--- config.mk ---
export PLATFORM = sky130hd
export DESIGN_NAME = run_sequencer_flat
export DESIGN_NICKNAME = d
export VERILOG_FILES = /design/src/rtl/run_sequencer_pkg.sv /design/src/rtl/run_sequencer_if.sv /design/src/rtl/run_sequencer_ctrl_decode.sv /design/src/rtl/run_sequencer.sv /design/src/flat_wrapper.sv
export SDC_FILE = /design/constraint.sdc
export NUM_CORES = 1
export LEC_CHECK = 0
export CAP_MARGIN = 0
export CORE_MARGIN = 2
export CORE_UTILIZATION = 46
export DETAILED_ROUTE_END_ITERATION = 16
export PLACE_DENSITY = 0.86
export SLEW_MARGIN = 5
export SYNTH_ARGS = -nofsm -noshare
export SYNTH_HDL_FRONTEND = slang
export SYNTH_SLANG_ARGS = --single-unit
--- constraint.sdc ---
create_clock -name CLK -period 2.23 [get_ports CLK]
set_input_delay 0.223 -clock CLK [delete_from_list [all_inputs] [get_ports CLK]]
set_output_delay 0.223 -clock CLK [all_outputs]
set_load 0.05 [all_outputs]
--- src/rtl/run_sequencer_pkg.sv ---
// Shared types for the run sequencer: ALU op mnemonics, instruction opcodes,
// sequencer states and the decoded strobe bundle.
package definitions;

    typedef enum logic [2:0] {
        ALU_ADD  = 3'd0,
        ALU_SUB  = 3'd1,
        ALU_AND  = 3'd2,
        ALU_OR   = 3'd3,
        ALU_XOR  = 3'd4,
        ALU_SHL  = 3'd5,
        ALU_SHR  = 3'd6,
        ALU_PASS = 3'd7
    } op_mne;

    typedef enum logic [3:0] {
        OP_ADD  = 4'h0, OP_SUB  = 4'h1, OP_AND = 4'h2, OP_OR   = 4'h3,
        OP_XOR  = 4'h4, OP_SHL  = 4'h5, OP_SHR = 4'h6, OP_ADDI = 4'h7,
        OP_LD   = 4'h8, OP_ST   = 4'h9, OP_BNZ = 4'hA, OP_BZ   = 4'hB,
        OP_JMP  = 4'hC, OP_JR   = 4'hD, OP_SETR = 4'hE, OP_HALT = 4'hF
    } opc_e;

    typedef enum logic [2:0] {
        S_IDLE   = 3'd0,
        S_INIT   = 3'd1,
        S_RUN    = 3'd2,
        S_DRAIN  = 3'd3,
        S_FINISH = 3'd4
    } seq_state_e;

    typedef struct packed {
        op_mne alu_op;
        logic  branch_rel_nz;
        logic  branch_rel_z;
        logic  branch_abs;
        logic  reg_write_en;
        logic  reg_sel;
        logic  lut_in;
        logic  mem_to_reg;
        logic  alu_src;
        logic  alu_sc_in;
        logic  read_mem;
        logic  write_mem;
    } ctrl_t;

endpackage

--- src/rtl/run_sequencer_if.sv ---
// Host handshake plus datapath opcode/strobe bundle of the run sequencer.
interface run_sequencer_if #(parameter int CW = 16);
    logic          go, abort, busy, host_done, timeout;
    logic [CW-1:0] cycles;
    logic [3:0]    opcode;
    logic          fcode, DONE, START;
    logic          CTRL_branch_rel_nz, CTRL_branch_rel_z, CTRL_branch_abs;
    logic          CTRL_reg_write_en, CTRL_reg_sel, CTRL_lut_in, CTRL_mem_to_reg;
    logic          CTRL_alu_src, CTRL_alu_sc_in, CTRL_read_mem, CTRL_write_mem;
    logic [2:0]    CTRL_alu_op;

    modport master (
        input  go, abort, opcode, fcode, DONE,
        output busy, host_done, timeout, cycles, START,
               CTRL_branch_rel_nz, CTRL_branch_rel_z, CTRL_branch_abs,
               CTRL_reg_write_en, CTRL_reg_sel, CTRL_lut_in, CTRL_mem_to_reg,
               CTRL_alu_src, CTRL_alu_sc_in, CTRL_read_mem, CTRL_write_mem, CTRL_alu_op
    );

    modport slave (
        output go, abort, opcode, fcode, DONE,
        input  busy, host_done, timeout, cycles, START,
               CTRL_branch_rel_nz, CTRL_branch_rel_z, CTRL_branch_abs,
               CTRL_reg_write_en, CTRL_reg_sel, CTRL_lut_in, CTRL_mem_to_reg,
               CTRL_alu_src, CTRL_alu_sc_in, CTRL_read_mem, CTRL_write_mem, CTRL_alu_op
    );
endinterface

--- src/rtl/run_sequencer_ctrl_decode.sv ---
// Combinational opcode/fcode to strobe decode; all strobes low unless enabled.
module ctrl_decode
    import definitions::*;
(
    input  logic [3:0] opcode_i,
    input  logic       fcode_i,
    input  logic       en_i,
    output ctrl_t      ctrl_o
);

    always_comb begin
        ctrl_o = '0;
        if (en_i) begin
            case (opc_e'(opcode_i))
                // opcodes 0..6 share their encoding with the ALU op
                OP_ADD, OP_AND, OP_OR, OP_XOR: begin
                    ctrl_o.alu_op       = op_mne'(opcode_i[2:0]);
                    ctrl_o.reg_write_en = 1'b1;
                end
                OP_SUB: begin
                    ctrl_o.alu_op       = ALU_SUB;
                    ctrl_o.reg_write_en = 1'b1;
                    ctrl_o.alu_sc_in    = 1'b1;
                end
                OP_SHL, OP_SHR: begin
                    ctrl_o.alu_op       = op_mne'(opcode_i[2:0]);
                    ctrl_o.reg_write_en = 1'b1;
                    ctrl_o.alu_sc_in    = fcode_i;
                end
                OP_ADDI: begin
                    ctrl_o.alu_op       = ALU_ADD;
                    ctrl_o.alu_src      = 1'b1;
                    ctrl_o.reg_write_en = 1'b1;
                end
                OP_LD: begin
                    ctrl_o.read_mem     = 1'b1;
                    ctrl_o.mem_to_reg   = 1'b1;
                    ctrl_o.reg_write_en = 1'b1;
                end
                OP_ST:   ctrl_o.write_mem     = 1'b1;
                OP_BNZ:  ctrl_o.branch_rel_nz = 1'b1;
                OP_BZ:   ctrl_o.branch_rel_z  = 1'b1;
                OP_JMP:  ctrl_o.branch_abs    = 1'b1;
                OP_JR: begin
                    ctrl_o.branch_abs = 1'b1;
                    ctrl_o.lut_in     = 1'b1;
                end
                OP_SETR: begin
                    ctrl_o.reg_sel      = 1'b1;
                    ctrl_o.reg_write_en = 1'b1;
                end
                OP_HALT: ctrl_o.alu_op = ALU_PASS;
                default: ;
            endcase
        end
    end

endmodule

--- src/rtl/run_sequencer.sv ---
// Run controller: go/done host handshake, datapath init hold, RUN-cycle
// counting with watchdog, and a one-cycle drain before reporting done.
module run_sequencer
    import definitions::*;
#(
    parameter int          CW          = 16,
    parameter int unsigned MAX_CYCLES  = 32'hFFFF,
    parameter int          INIT_CYCLES = 2
) (
    input  logic             CLK,
    input  logic             reset,
    run_sequencer_if.master  bus
);

    localparam int          IW        = (INIT_CYCLES > 1) ? $clog2(INIT_CYCLES) : 1;
    localparam logic [IW-1:0] INIT_LOAD = IW'(INIT_CYCLES - 1);
    localparam logic [CW-1:0] LIMIT     = CW'(MAX_CYCLES - 1);

    seq_state_e    state_q, state_d;
    logic [IW-1:0] icnt_q, icnt_d;
    logic [CW-1:0] cycles_q, cycles_d;
    logic          timeout_q, timeout_d;
    ctrl_t         ctrl;

    always_comb begin
        state_d   = state_q;
        icnt_d    = icnt_q;
        cycles_d  = cycles_q;
        timeout_d = timeout_q;
        case (state_q)
            S_IDLE: if (bus.go) begin
                state_d   = S_INIT;
                icnt_d    = INIT_LOAD;
                cycles_d  = '0;
                timeout_d = 1'b0;
            end
            S_INIT: begin
                if (bus.abort)         state_d = S_IDLE;
                else if (icnt_q == '0) state_d = S_RUN;
                else                   icnt_d  = icnt_q - IW'(1);
            end
            S_RUN: begin
                // the aborting or DONE-seeing cycle still executed, so it counts
                if (cycles_q != '1) cycles_d = cycles_q + CW'(1);
                if (bus.abort)     state_d = S_IDLE;
                else if (bus.DONE) state_d = S_DRAIN;
                else if (cycles_q == LIMIT) begin
                    state_d   = S_FINISH;
                    timeout_d = 1'b1;
                end
            end
            S_DRAIN:  state_d = S_FINISH;
            S_FINISH: if (!bus.go) state_d = S_IDLE;
            default:  state_d = S_IDLE;
        endcase
    end

    always_ff @(posedge CLK or posedge reset) begin
        if (reset) begin
            state_q   <= S_IDLE;
            icnt_q    <= '0;
            cycles_q  <= '0;
            timeout_q <= 1'b0;
        end else begin
            state_q   <= state_d;
            icnt_q    <= icnt_d;
            cycles_q  <= cycles_d;
            timeout_q <= timeout_d;
        end
    end

    ctrl_decode u_dec (
        .opcode_i (bus.opcode),
        .fcode_i  (bus.fcode),
        .en_i     (state_q == S_RUN),
        .ctrl_o   (ctrl)
    );

    assign bus.START     = (state_q != S_RUN) && (state_q != S_DRAIN);
    assign bus.busy      = (state_q == S_INIT) || (state_q == S_RUN) || (state_q == S_DRAIN);
    assign bus.host_done = (state_q == S_FINISH);
    assign bus.timeout   = timeout_q;
    assign bus.cycles    = cycles_q;

    assign bus.CTRL_alu_op        = ctrl.alu_op;
    assign bus.CTRL_branch_rel_nz = ctrl.branch_rel_nz;
    assign bus.CTRL_branch_rel_z  = ctrl.branch_rel_z;
    assign bus.CTRL_branch_abs    = ctrl.branch_abs;
    assign bus.CTRL_reg_write_en  = ctrl.reg_write_en;
    assign bus.CTRL_reg_sel       = ctrl.reg_sel;
    assign bus.CTRL_lut_in        = ctrl.lut_in;
    assign bus.CTRL_mem_to_reg    = ctrl.mem_to_reg;
    assign bus.CTRL_alu_src       = ctrl.alu_src;
    assign bus.CTRL_alu_sc_in     = ctrl.alu_sc_in;
    assign bus.CTRL_read_mem      = ctrl.read_mem;
    assign bus.CTRL_write_mem     = ctrl.write_mem;

endmodule

--- src/flat_wrapper.sv ---
// flat-port wrapper written by rule: the top's interface ports become plain ports
module run_sequencer_flat import definitions::*;
#(
    parameter int          CW          = 16,
    parameter int unsigned MAX_CYCLES  = 32'hFFFF,
    parameter int          INIT_CYCLES = 2
)
  (CLK, reset, bus_go, bus_abort, bus_opcode, bus_fcode, bus_DONE, bus_busy, bus_host_done, bus_timeout, bus_cycles, bus_START, bus_CTRL_branch_rel_nz, bus_CTRL_branch_rel_z, bus_CTRL_branch_abs, bus_CTRL_reg_write_en, bus_CTRL_reg_sel, bus_CTRL_lut_in, bus_CTRL_mem_to_reg, bus_CTRL_alu_src, bus_CTRL_alu_sc_in, bus_CTRL_read_mem, bus_CTRL_write_mem, bus_CTRL_alu_op);
  run_sequencer_if #(.CW(CW)) bus_i ();
  input  logic CLK;
  input  logic reset;
  input wire logic [$bits(bus_i.go)-1:0] bus_go;
  input wire logic [$bits(bus_i.abort)-1:0] bus_abort;
  input wire logic [$bits(bus_i.opcode)-1:0] bus_opcode;
  input wire logic [$bits(bus_i.fcode)-1:0] bus_fcode;
  input wire logic [$bits(bus_i.DONE)-1:0] bus_DONE;
  output wire logic [$bits(bus_i.busy)-1:0] bus_busy;
  output wire logic [$bits(bus_i.host_done)-1:0] bus_host_done;
  output wire logic [$bits(bus_i.timeout)-1:0] bus_timeout;
  output wire logic [$bits(bus_i.cycles)-1:0] bus_cycles;
  output wire logic [$bits(bus_i.START)-1:0] bus_START;
  output wire logic [$bits(bus_i.CTRL_branch_rel_nz)-1:0] bus_CTRL_branch_rel_nz;
  output wire logic [$bits(bus_i.CTRL_branch_rel_z)-1:0] bus_CTRL_branch_rel_z;
  output wire logic [$bits(bus_i.CTRL_branch_abs)-1:0] bus_CTRL_branch_abs;
  output wire logic [$bits(bus_i.CTRL_reg_write_en)-1:0] bus_CTRL_reg_write_en;
  output wire logic [$bits(bus_i.CTRL_reg_sel)-1:0] bus_CTRL_reg_sel;
  output wire logic [$bits(bus_i.CTRL_lut_in)-1:0] bus_CTRL_lut_in;
  output wire logic [$bits(bus_i.CTRL_mem_to_reg)-1:0] bus_CTRL_mem_to_reg;
  output wire logic [$bits(bus_i.CTRL_alu_src)-1:0] bus_CTRL_alu_src;
  output wire logic [$bits(bus_i.CTRL_alu_sc_in)-1:0] bus_CTRL_alu_sc_in;
  output wire logic [$bits(bus_i.CTRL_read_mem)-1:0] bus_CTRL_read_mem;
  output wire logic [$bits(bus_i.CTRL_write_mem)-1:0] bus_CTRL_write_mem;
  output wire logic [$bits(bus_i.CTRL_alu_op)-1:0] bus_CTRL_alu_op;
  assign bus_i.go = bus_go;
  assign bus_i.abort = bus_abort;
  assign bus_i.opcode = bus_opcode;
  assign bus_i.fcode = bus_fcode;
  assign bus_i.DONE = bus_DONE;
  assign bus_busy = bus_i.busy;
  assign bus_host_done = bus_i.host_done;
  assign bus_timeout = bus_i.timeout;
  assign bus_cycles = bus_i.cycles;
  assign bus_START = bus_i.START;
  assign bus_CTRL_branch_rel_nz = bus_i.CTRL_branch_rel_nz;
  assign bus_CTRL_branch_rel_z = bus_i.CTRL_branch_rel_z;
  assign bus_CTRL_branch_abs = bus_i.CTRL_branch_abs;
  assign bus_CTRL_reg_write_en = bus_i.CTRL_reg_write_en;
  assign bus_CTRL_reg_sel = bus_i.CTRL_reg_sel;
  assign bus_CTRL_lut_in = bus_i.CTRL_lut_in;
  assign bus_CTRL_mem_to_reg = bus_i.CTRL_mem_to_reg;
  assign bus_CTRL_alu_src = bus_i.CTRL_alu_src;
  assign bus_CTRL_alu_sc_in = bus_i.CTRL_alu_sc_in;
  assign bus_CTRL_read_mem = bus_i.CTRL_read_mem;
  assign bus_CTRL_write_mem = bus_i.CTRL_write_mem;
  assign bus_CTRL_alu_op = bus_i.CTRL_alu_op;
  run_sequencer #(.CW(CW), .MAX_CYCLES(MAX_CYCLES), .INIT_CYCLES(INIT_CYCLES)) u_core (.CLK(CLK), .reset(reset), .bus(bus_i));
endmodule
==> flow_metrics.tcl <==
set metrics [dict create \
    synth_area_mm2 0.00137 \
    ys_seq_area_share_pct 38.4 \
    ant_nets 0 \
    hp-class "in2async" \
    clk_latency_ns 0.30 \
    ys_top_cells_by_count "22 x nor2_1, 21 x dfrtp_1, 20 x o21ai_0" \
    cts_buffer_depth 2 \
    first_iter_violations 48 \
    gp_congestion 0.814 \
    syn_to_final_growth_pct 52.6 \
    dr.pass1.iters 4 \
    max_cap_viol_count 0 \
    power-per-cell-area_mw_per_mm2 646 \
    drive_gt1_share_pct 20.0 \
    cts-root-buf "clkbuf_4" \
    core_mm2 0.00278 \
    antenna_found_initial 0 \
    grt_pass1_vias 1412 \
    total_power_mw 1.35 \
    numCtsBuffers 3 \
    synth_top_family_by_area "simple AND/OR/NAND/NOR gates" \
    final.min_clock_period_ns 2.13 \
    post-route-period-util_pct 95.5 \
    ys_seq_elements 21 \
    critPathKind "reg2out" \
    nFillCells 201 \
    relSlewSlack_pct 65.5 \
    hpwl_um 2840 \
    status "completed" \
    start_util_pct 49.2 \
    synthArstFlopShare_pct 100 \
    tns_ns 0 \
    ys_types 33 \
    io_buffers 43 \
    syn_inst 171 \
    setup_viol_count_final 0 \
    cp.arrival_ns 1.91 \
    synthXorXnorAreaFrac_pct 3.20 \
    start_kind "flip-flop" \
    crit_required_ns 2.01 \
    synthSimpleGateAreaFrac_pct 32.6 \
    irDropWorstVdd_mv 0.679 \
    cts_tree "built" \
    cts.clk_slew.worst_paths_ns 0.11 \
    finalNonFillerCells 246 \
    ys_top_cells_by_area "dfrtp_1 38%, o21ai_0 7.3%, nor2_1 6.0%, nand2_1 4.7%, nand3_1 4.0%" \
    nets 228 \
    clock-sinks 21 \
    end_kind "output pin" \
    die_w_um 58.6 \
    vias 1476 \
    antenna_cells 0 \
    ys.flop_type "dfrtp_1" \
    grt_overflow 0 \
    tightest_slew_ns 0.517 \
    io_pins 44 \
    syn_area_per_cell_um2 8.00 \
    syn_nets 183 \
    synth_edf_count 0 \
    synthMuxAreaShare_pct 0 \
    htreeDepth 1 \
    avgViaCountPerCell 6.00 \
    synth_top_area_share_pct 38.4 \
    synth_compound_area_share_pct 19.4 \
    grt_use_total_pct 23.7 \
    max_freq_mhz 470 \
    synth_top_cell_by_area "dfrtp_1" \
    grt_max_degree 14 \
    ys_warn_count 0 \
    wirelength_um 3790 \
    synthAdderAreaFrac_pct 1.83 \
    p_leak_nw 0.867 \
    die-height_um 58.6 \
    grt_pass1_wl_um 6290 \
    drc 0 \
    dp_cells 242 \
    finalHoldViolations 0 \
    rows 19 \
    drv_slew 0 \
    drt-wirelength-per-cell_um 15.4 \
    cp_max_fo 13 \
    die-area_mm2 0.00343 \
    synth_most_common_cell "nor2_1" \
    finClkSkew_ns 0.00333 \
]
layout make-up:
| cell class | instances | area, um^2 | area share (%) |
|---|---|---|---|
| Multi-Input combinational cell | 137 | 860 | 41.2 |
| Tap cell | 31 | 38.8 | 1.86 |
| Sequential cell | 21 | 531 | 25.4 |
| Inverter | 5 | 18.8 | 0.899 |
| Clock buffer | 4 | 26.3 | 1.26 |
| Timing Repair Buffer | 48 | 614 | 29.4 |
cells in the final DEF (no fill, tap or decap), types with 3 or more instances in the layout:
cell,Yosys,layout
a21o_1,4,4
a21oi_1,4,4
a31oi_1,6,6
and3_1,4,4
buf_12,0,14
buf_4,1,4
clkbuf_4,0,3
clkdlybuf4s50_1,0,28
dfrtp_1,21,17
dfrtp_2,0,4
inv_1,5,5
nand2_1,17,17
nand2b_2,0,3
nand3_1,11,10
nand4_1,6,6
nor2_1,22,16
nor2_2,0,4
nor3_1,9,6
nor3_4,0,3
nor4_1,3,3
o21a_1,4,4
o21ai_0,20,20
xor2_1,4,4
worst max-delay path, stage by stage, from the launching register on:
cell and delay, ns:
dfrtp_2 0.47, nand2b_2 0.24, nor2_2 0.13, buf_6 0.18, nand3_4 0.12, nor3_4 0.28, buf_12 0.18
logic make-up (layout without fill, tap and decap cells):
kind of cell / Yosys count / after routing
AOI/OAI and AO/OA: 44 / 44
xor gates and xnor gates: 5 / 5
adders and majority gates: 2 / 2
buffers and inverters: 13 / 57
DFF: 21 / 21
and+or+nand+nor: 86 / 86
repair_timing:
| item | CTS | global route |
|---|---|---|
| endpoints found under the hold margin | 0 | 0 |
| pin swaps | 0 | 1 |
| hold buffers | 0 | 0 |
| setup buffers | 0 | 0 |
| resized for setup | 1 | 10 |
| endpoints found under the setup margin | 1 | 12 |
stage by stage:
step / area, um^2 / utilization (%) / worst slack (ns) / hold slack, ns
after floorplan: 1420 / - / -0.110 / 0.199
final: 2090 / 75.1 / 0.101 / 0.220
after global routing: 2090 / 75.1 / -0.000594 / 0.258
after detailed placement: 2020 / 72.8 / 0.127 / 0.489
after global placement: 2020 / 72.8 / 0.235 / 0.478
after CTS: 2050 / 73.8 / 0.0332 / 0.227
final timing paths:
path	from	endpoint	slack, ns	cells after the start
max in group asynchronous	reset	u_core.bus.cycles[1]	1.49	3
worst max-delay path	u_core.state_q[2]	bus_CTRL_read_mem	0.10	6
worst max register to register	u_core.bus.cycles[0]	u_core.bus.cycles[6]	0.21	6
worst min-delay path	reset	u_core.bus.cycles[11]	0.22	2
min in group CLK	u_core.bus.timeout	u_core.bus.timeout	0.52	1
worst min register to register	u_core.bus.timeout	u_core.bus.timeout	0.52	1
sequential cells by signal, summed over array words and instances, names as in the netlist:
register,flops
u_core.bus.cycles,16
u_core.state_q,3
u_core.bus.timeout,1
u_core.icnt_q,1
power by group:
part	total [mW]	internal (mW)	switching, mW
Combinational	0.646	0.231	0.415
Sequential	0.521	0.431	0.0897
Clock	0.182	0.0698	0.112
routing by layer:
layer  vias to the layer above  track usage [%]  routed length [um]
li1                        707                -                   -
met3                        16             3.08                 226
met4                         0             12.3                 121
met5                         -                0                   0
met2                        65             39.3                1860
met1                       688             30.3                1590
(Power assumes the default switching activity.)
